## src/rtl/ram_bus_bridge_if.sv

```systemverilog
// ram_bus_bridge_if: CPU native bus plus word-RAM port bundle.
// slave = bridge view, master = CPU/RAM environment view.
interface ram_bus_bridge_if #(
  parameter int ADDR_BITS = 12
);
  logic                 mem_valid;
  logic [31:0]          mem_addr;
  logic [31:0]          mem_wdata;
  logic [3:0]           mem_wstrb;
  logic                 mem_ready;
  logic [31:0]          mem_rdata;
  logic                 ram_wen;
  logic [ADDR_BITS-1:0] ram_address;
  logic [31:0]          ram_wdata;
  logic [31:0]          ram_rdata;

  modport slave (
    input  mem_valid,
    input  mem_addr,
    input  mem_wdata,
    input  mem_wstrb,
    input  ram_rdata,
    output mem_ready,
    output mem_rdata,
    output ram_wen,
    output ram_address,
    output ram_wdata
  );

  modport master (
    output mem_valid,
    output mem_addr,
    output mem_wdata,
    output mem_wstrb,
    output ram_rdata,
    input  mem_ready,
    input  mem_rdata,
    input  ram_wen,
    input  ram_address,
    input  ram_wdata
  );
endinterface

```

## src/rtl/ram_bus_bridge.sv

```systemverilog
// ram_bus_bridge: PicoRV32 native bus to word RAM, RMW for partial stores.
// Optional RAM_BRIDGE_STATS_EN adds saturating rd_count/wr_count outputs.
module ram_bus_bridge #(
  parameter int          ADDR_BITS = 12,
  parameter logic [31:0] BASE_ADDR = 32'h0000_0000
) (
  input  logic            clk,
  input  logic            reset,
  ram_bus_bridge_if.slave bus
`ifdef RAM_BRIDGE_STATS_EN
  ,
  output logic [15:0]     rd_count,
  output logic [15:0]     wr_count
`endif
);

  typedef enum logic [1:0] {
    IDLE,
    READ,
    MERGE,
    WRITE
  } state_e;

  state_e               state_q, state_d;
  logic [ADDR_BITS-1:0] addr_q, addr_d;
  logic [31:0]          wdata_q, wdata_d;
  logic                 sel;
  logic [31:0]          merged;
  logic                 unused_addr_lsb;

  // Byte placement comes from the strobes only.
  assign unused_addr_lsb = ^bus.mem_addr[1:0];

  assign sel = bus.mem_valid &&
    (bus.mem_addr[31:ADDR_BITS] == BASE_ADDR[31:ADDR_BITS]);

  // Overlay strobed CPU bytes onto the current RAM word.
  always_comb begin
    merged = bus.ram_rdata;
    for (int i = 0; i < 4; i++) begin
      if (bus.mem_wstrb[i]) begin
        merged[8*i +: 8] = bus.mem_wdata[8*i +: 8];
      end
    end
  end

  // State, address and write-word registers.
  always_ff @(posedge clk) begin
    if (reset) begin
      state_q <= IDLE;
      addr_q  <= '0;
      wdata_q <= '0;
    end else begin
      state_q <= state_d;
      addr_q  <= addr_d;
      wdata_q <= wdata_d;
    end
  end

  // Next-state: accept in IDLE, merge partial stores, finish in one cycle.
  always_comb begin
    state_d = state_q;
    addr_d  = addr_q;
    wdata_d = wdata_q;
    unique case (state_q)
      IDLE: begin
        if (sel) begin
          addr_d = {bus.mem_addr[ADDR_BITS-1:2], 2'b00};
          if (bus.mem_wstrb == 4'b0000) begin
            state_d = READ;
          end else if (bus.mem_wstrb == 4'b1111) begin
            state_d = WRITE;
            wdata_d = bus.mem_wdata;
          end else begin
            state_d = MERGE;
          end
        end
      end
      READ: begin
        state_d = IDLE;
      end
      MERGE: begin
        if (bus.mem_valid) begin
          state_d = WRITE;
          wdata_d = merged;
        end else begin
          state_d = IDLE;
        end
      end
      WRITE: begin
        state_d = IDLE;
      end
      default: begin
        state_d = IDLE;
      end
    endcase
  end

  assign bus.mem_ready   = (state_q == READ) || (state_q == WRITE);
  assign bus.mem_rdata   = (state_q == READ) ? bus.ram_rdata : 32'h0;
  assign bus.ram_wen     = (state_q == WRITE);
  assign bus.ram_address = addr_q;
  assign bus.ram_wdata   = wdata_q;

`ifdef RAM_BRIDGE_STATS_EN
  logic [15:0] rd_cnt_q;
  logic [15:0] wr_cnt_q;

  // Saturating completion counters; a merged store counts once.
  always_ff @(posedge clk) begin
    if (reset) begin
      rd_cnt_q <= '0;
      wr_cnt_q <= '0;
    end else begin
      if (state_q == READ && rd_cnt_q != 16'hFFFF) begin
        rd_cnt_q <= rd_cnt_q + 16'd1;
      end
      if (state_q == WRITE && wr_cnt_q != 16'hFFFF) begin
        wr_cnt_q <= wr_cnt_q + 16'd1;
      end
    end
  end

  assign rd_count = rd_cnt_q;
  assign wr_count = wr_cnt_q;
`endif

endmodule

```

## src/flat_wrapper.sv

```systemverilog
// flat-port wrapper written by rule: the top's interface ports become plain ports
module ram_bus_bridge_flat 
#(
  parameter int          ADDR_BITS = 12,
  parameter logic [31:0] BASE_ADDR = 32'h0000_0000
)
  (clk, reset, bus_mem_valid, bus_mem_addr, bus_mem_wdata, bus_mem_wstrb, bus_ram_rdata, bus_mem_ready, bus_mem_rdata, bus_ram_wen, bus_ram_address, bus_ram_wdata);
  ram_bus_bridge_if #(.ADDR_BITS(ADDR_BITS)) bus_i ();
  input  logic clk;
  input  logic reset;
  input wire logic [$bits(bus_i.mem_valid)-1:0] bus_mem_valid;
  input wire logic [$bits(bus_i.mem_addr)-1:0] bus_mem_addr;
  input wire logic [$bits(bus_i.mem_wdata)-1:0] bus_mem_wdata;
  input wire logic [$bits(bus_i.mem_wstrb)-1:0] bus_mem_wstrb;
  input wire logic [$bits(bus_i.ram_rdata)-1:0] bus_ram_rdata;
  output wire logic [$bits(bus_i.mem_ready)-1:0] bus_mem_ready;
  output wire logic [$bits(bus_i.mem_rdata)-1:0] bus_mem_rdata;
  output wire logic [$bits(bus_i.ram_wen)-1:0] bus_ram_wen;
  output wire logic [$bits(bus_i.ram_address)-1:0] bus_ram_address;
  output wire logic [$bits(bus_i.ram_wdata)-1:0] bus_ram_wdata;
  assign bus_i.mem_valid = bus_mem_valid;
  assign bus_i.mem_addr = bus_mem_addr;
  assign bus_i.mem_wdata = bus_mem_wdata;
  assign bus_i.mem_wstrb = bus_mem_wstrb;
  assign bus_i.ram_rdata = bus_ram_rdata;
  assign bus_mem_ready = bus_i.mem_ready;
  assign bus_mem_rdata = bus_i.mem_rdata;
  assign bus_ram_wen = bus_i.ram_wen;
  assign bus_ram_address = bus_i.ram_address;
  assign bus_ram_wdata = bus_i.ram_wdata;
  ram_bus_bridge #(.ADDR_BITS(ADDR_BITS), .BASE_ADDR(BASE_ADDR)) u_core (.clk(clk), .reset(reset), .bus(bus_i));
endmodule
```

## config.mk

```make
export PLATFORM = sky130hd
export DESIGN_NAME = ram_bus_bridge_flat
export DESIGN_NICKNAME = d
export VERILOG_FILES = /design/src/rtl/ram_bus_bridge_if.sv /design/src/rtl/ram_bus_bridge.sv /design/src/flat_wrapper.sv
export SDC_FILE = /design/constraint.sdc
export NUM_CORES = 1
export LEC_CHECK = 0
export CAP_MARGIN = 20
export CELL_PAD_IN_SITES_DETAIL_PLACEMENT = 1
export CELL_PAD_IN_SITES_GLOBAL_PLACEMENT = 2
export CORE_MARGIN = 3
export CORE_UTILIZATION = 19
export DETAILED_ROUTE_END_ITERATION = 12
export PLACE_DENSITY_LB_ADDON = 0.15
export REMOVE_ABC_BUFFERS = 1
export SYNTH_ARGS = -nofsm -noshare
export SYNTH_HDL_FRONTEND = slang
export SYNTH_SLANG_ARGS = --single-unit
```

## constraint.sdc

```tcl
create_clock -name clk -period 2.45 [get_ports clk]
set_input_delay 0.3675 -clock clk [delete_from_list [all_inputs] [get_ports clk]]
set_output_delay 0.3675 -clock clk [all_outputs]
set_load 0.005 [all_outputs]
```

; ---- Word level (Yosys, flattened, before mapping)
; Cells that the tools add are included.
[classes]
n_eq_ne = 8
reduce_logical = 9
muxes = 15
[ops]
columns = cell, count
row1 = 2-to-1 mux 32 bit, 5
row2 = one-hot mux 32 bit (2 select lines), 1
row3 = 2-to-1 mux 8 bit, 4
row4 = zero test 20 bit, 1
row5 = 2-to-1 mux 2 bit, 3
row6 = one-hot mux 2 bit (3 select lines), 1
row7 = AND reduction 5 bit, 1
row8 = equality test 2 bit (second input constant), 2
row9 = equality test 4 bit (second input constant), 1
row10 = zero test 4 bit, 1
row11 = inequality test 2 x 1 -> 1 bit (second input constant), 2
row12 = inequality test 2 bit (second input constant), 2
row13 = equality test 2 x 1 -> 1 bit (second input constant), 1
row14 = zero test 2 bit, 1
row15 = AND reduction 2 bit, 1
row16 = nonzero test 2 bit, 1
row17 = OR reduction 2 bit, 1
row18 = logical AND 1 bit, 1
row19 = logical OR 1 bit, 1
row20 = 2-to-1 mux 1 bit, 1
[totals]
output_inout_bits = 78
register_bits = 44
elab_cells = 35

; ---- Depth between registers and ports, before layout
[depth]
word_depth = 5
mapped_depth = 6

; ---- Worst setup path after synthesis
; OpenSTA, ideal clock, no wires.
[synth_timing]
path_type = input to register
start = in bus_mem_addr[14]
end = reg u_core.wdata_q[10] (netlist: u_core.bus.ram_wdata[10])
t_required_ns = 2.304
slack_ns = 0.600
arrival_time_ns = 1.704
path_stages = 5
cell_sequence = or4_4 > nor4_4 > a21bo_4 > clkbuf_8 > a211oi_2
[synth_between]
elab_chain_cells = 4
[synth_lines]
columns = item, line_no
row1 = start: declaration, flat_wrapper.sv:12  ; input wire logic [$bits(bus_i.mem_addr)-1:0] bus_mem_addr;
row2 = zero test 20 bit, ram_bus_bridge.sv:35  ; (bus.mem_addr[31:ADDR_BITS] == BASE_ADDR[31:ADDR_BITS]);
row3 = logical AND 1 bit, ram_bus_bridge.sv:34  ; assign sel = bus.mem_valid &&
row4 = inequality test 2 x 1 -> 1 bit (no source line), --
row5 = AND reduction 5 bit (no source line), --
row6 = end signal: assignment, ram_bus_bridge.sv:56  ; wdata_q <= wdata_d;
row7 = end: declaration, ram_bus_bridge.sv:26  ; logic [31:0] wdata_q, wdata_d;
; No other way between the ends.
; A chain may end at the register's enable or synchronous reset.

; ---- Worst setup path in the final report
[layout_timing]
start = reg u_core.state_q[1]
end = out bus_mem_rdata[2]
[layout_between]
elab_chain_cells = 2
[layout_lines]
columns = item, line_no
row1 = start: declaration, ram_bus_bridge.sv:24  ; state_e state_q, state_d;
row2 = start signal: assignment, ram_bus_bridge.sv:54  ; state_q <= state_d;
row3 = equality test 2 x 1 -> 1 bit, ram_bus_bridge.sv:100  ; assign bus.mem_rdata = (state_q == READ) ? bus.ram_rdata : 32'h0;
row4 = 2-to-1 mux 32 bit, ram_bus_bridge.sv:100
row5 = end: declaration, flat_wrapper.sv:17  ; output wire logic [$bits(bus_i.mem_rdata)-1:0] bus_mem_rdata;
; No other way between the ends.

==> reports/results.tsv <==
metric	value	unit
status	finished clean	
timing.final.crit_period	2.198	ns
crit_fanout	32	
grt_pass1_vias	3049	
drive_gt1_share	14.19	%
cts_tree	built	
antenna_cells	0	
area_delta_synth_final	77.94	%
core_region_area	13990	um2
io_pins	181	
final_max_slew_viol_count	0	
worst_slew_pin_slew	0.5569	ns
drt_wl_total	10580	um
synth_warnings	0	
insertion_delay	0.29	ns
grt_pass1_wl	17000	um
end_kind	output port	
firstDrtPassIters	4	
initial_utilization	19.54	%
setup_viol	0	
switchingPower	373.1	uW
dp_hpwl	8002	um
hp-class	flop to flop	
ys_types	36	
worstPathRequired	2.08	ns
grt_use_met1	17.07	%
seq_power_share	41.3	%
synth-seq-cells	44	
die_h	126.0	um
ant_nets	0	
postSynthCellCount	292	
worst_slack	0.2519	ns
antenna_found_initial	0	
swShare	21.58	%
fin_crit_sh	89.72	%
globalplace.congestion	0.7092	
maxCapViolCount	0	
slew_headroom	62.88	%
cts_buffers	5	
path_class	flop to output port	
p_leak	0.001657	uW
globalRouteOverflowTotal	0	
grt_use_total	13.06	%
finClkSkew	0.01017	ns
drc	0	
synth_area_per_cell	9.363	um2
busiest_layer	met2	
die_x	126.0	um
syn_area	2734	um2
wl_per_cell	16.40	um
hold_viol_final	0	
irDropWorstVdd	0.2577	mV
worst-endpoint-arrival	1.83	ns
via_count	2878	
cts_buffer_depth	2	
grt_start_max_net_pins	33	
io_buffers	176	
rows	43	
fmax	454.9	MHz
first_iter_violations	111	
power_frac_clock	45.6	%
routed_via_density	4.462	
pwr-share-comb	13.0	%
internal_power	1356	uW
dieArea	15860	um2
post_cts_buffers	0	
postCtsResizedCells	0	
clkSinkCount	44	
preCtsSetupSlack	0.06843	ns
root_buffer	clkbuf_16	
setup_tns	0	ns
holdBufCountCts	0	
yosysSeqAreaShare	32.22	%
grt_use_met2	21.16	%
start_kind	flop	
fin_nets	567	
cts.htree.levels	2	
p_per_area	355.4	nW/um2
rsz0062_at_grt	no	
clkSlewWorstSetupHoldPaths	0.07	ns
met3_usage	4.792	%
[area by class of cell]
class,instances,area (um2)
fillers,1631,9124
repair buffers,192,1927
multi-input cells,221,1660
flip-flops and latches,44,880.8
well taps,180,225.2
clock buffers,5,125.1
clock inverters,3,46.29
[Yosys cell counts, drive strengths merged]
master  number  area [um2]
or4          2       18.77
or2          1       6.260
nand2        1       3.750
nor2b        1       6.260
dfxtp       44       880.8
nand3       10       50.05
or3          1       6.260
nand2b      33       206.5
buf         12       110.1
a211oi      32       390.4
o21ai       10       50.05
nor4b        1       8.760
clkbuf      16       90.09
a21oi       42       210.2
nor3         2       15.01
nand3b       1       7.510
a21bo        1       16.27
and2        33       206.5
a22oi        1       7.510
mux2i       32       320.3
a32oi        1       8.760
nand4        2       12.51
and4         1       8.760
conb         1       3.750
nor4         5       46.29
nor2         6       42.54
[per-layer routing]
metal | vias up | share of wire, %
li1 | 1390 | -
met2 | 123 | 45
met1 | 1361 | 44
met3 | 4 | 10
met5 | - | 0
met4 | 0 | 0.42
[power groups by stage]
| stage | clock network, uW | registers [uW] | logic [uW] |
|---|---|---|---|
| floorplan | 0 | 731 | 28.7 |
| global placement | 0 | 731 | 224 |
| detailed placement | 0 | 731 | 228 |
| CTS | 830 | 714 | 230 |
| global route | 854 | 714 | 243 |
| finish | 789 | 715 | 226 |
[cell usage in the layout (no fill, tap or decap), drive strengths merged]
cell	instances
nand3	10
bufinv	1
inv	1
a22oi	1
dfxtp	44
or4	2
nand2	1
nor4	5
a32oi	1
clkbuf	5
or3	1
or2	1
nor3	2
nand2b	33
nor2	6
nor2b	1
a21oi	42
and4	1
nor4b	1
a21bo	1
mux2i	32
clkinvlp	1
clkdlybuf4s50	175
and2	33
nand4	2
conb	2
o21ai	10
buf	17
a211oi	32
nand3b	1
[worst max-delay path, cell delays in order, from the launching register on]
cell,delay [ns]
dfxtp_1,0.40
nor2b_2,0.13
buf_4,0.30
and2_1,0.17
clkdlybuf4s50_1,0.53
[path summary, 6_finish.rpt]
check | end | depth (start not counted) | slack [ns] | startpoint
hold / removal | u_core.bus.ram_address[6] | 2 | 0.48 | u_core.bus.ram_address[6]
setup / recovery | bus_mem_rdata[2] | 4 | 0.25 | u_core.state_q[1]
hold reg to reg | u_core.bus.ram_address[6] | 2 | 0.48 | u_core.bus.ram_address[6]
setup reg to reg | u_core.bus.ram_wdata[0] | 5 | 0.67 | u_core.state_q[1]
[stage by stage]
stage               hold WS (ns)  instances  instance area (um2)  utilization (%)  power (uW)
floorplan                 0.4321        265                 2537                -       759.9
global placement          0.4600        637                 4693            33.55       955.3
detailed placement        0.4714        637                 4693            33.55       959.0
CTS                       0.4833        645                 4865            34.78        1774
global route              0.5095        645                 4865            34.78        1812
finish                    0.4801        645                 4865            34.78        1729
[state kept, by name, summed over array words and instances, names as in the netlist]
name                    count
u_core.bus.ram_address     10
u_core.bus.ram_wdata       32
u_core.state_q              2
[logic make-up after synthesis]
kind of cell / after synthesis / synth area share (%)
flip-flops: 44 / 32.22
AO/OA/AOI/OAI: 87 / 24.99
buffers and inverters: 28 / 7.323
multiplexers: 32 / 11.72
AND/OR/NAND/NOR: 100 / 23.62
other: 1 / 0.1372
(Power assumes the default switching activity.)
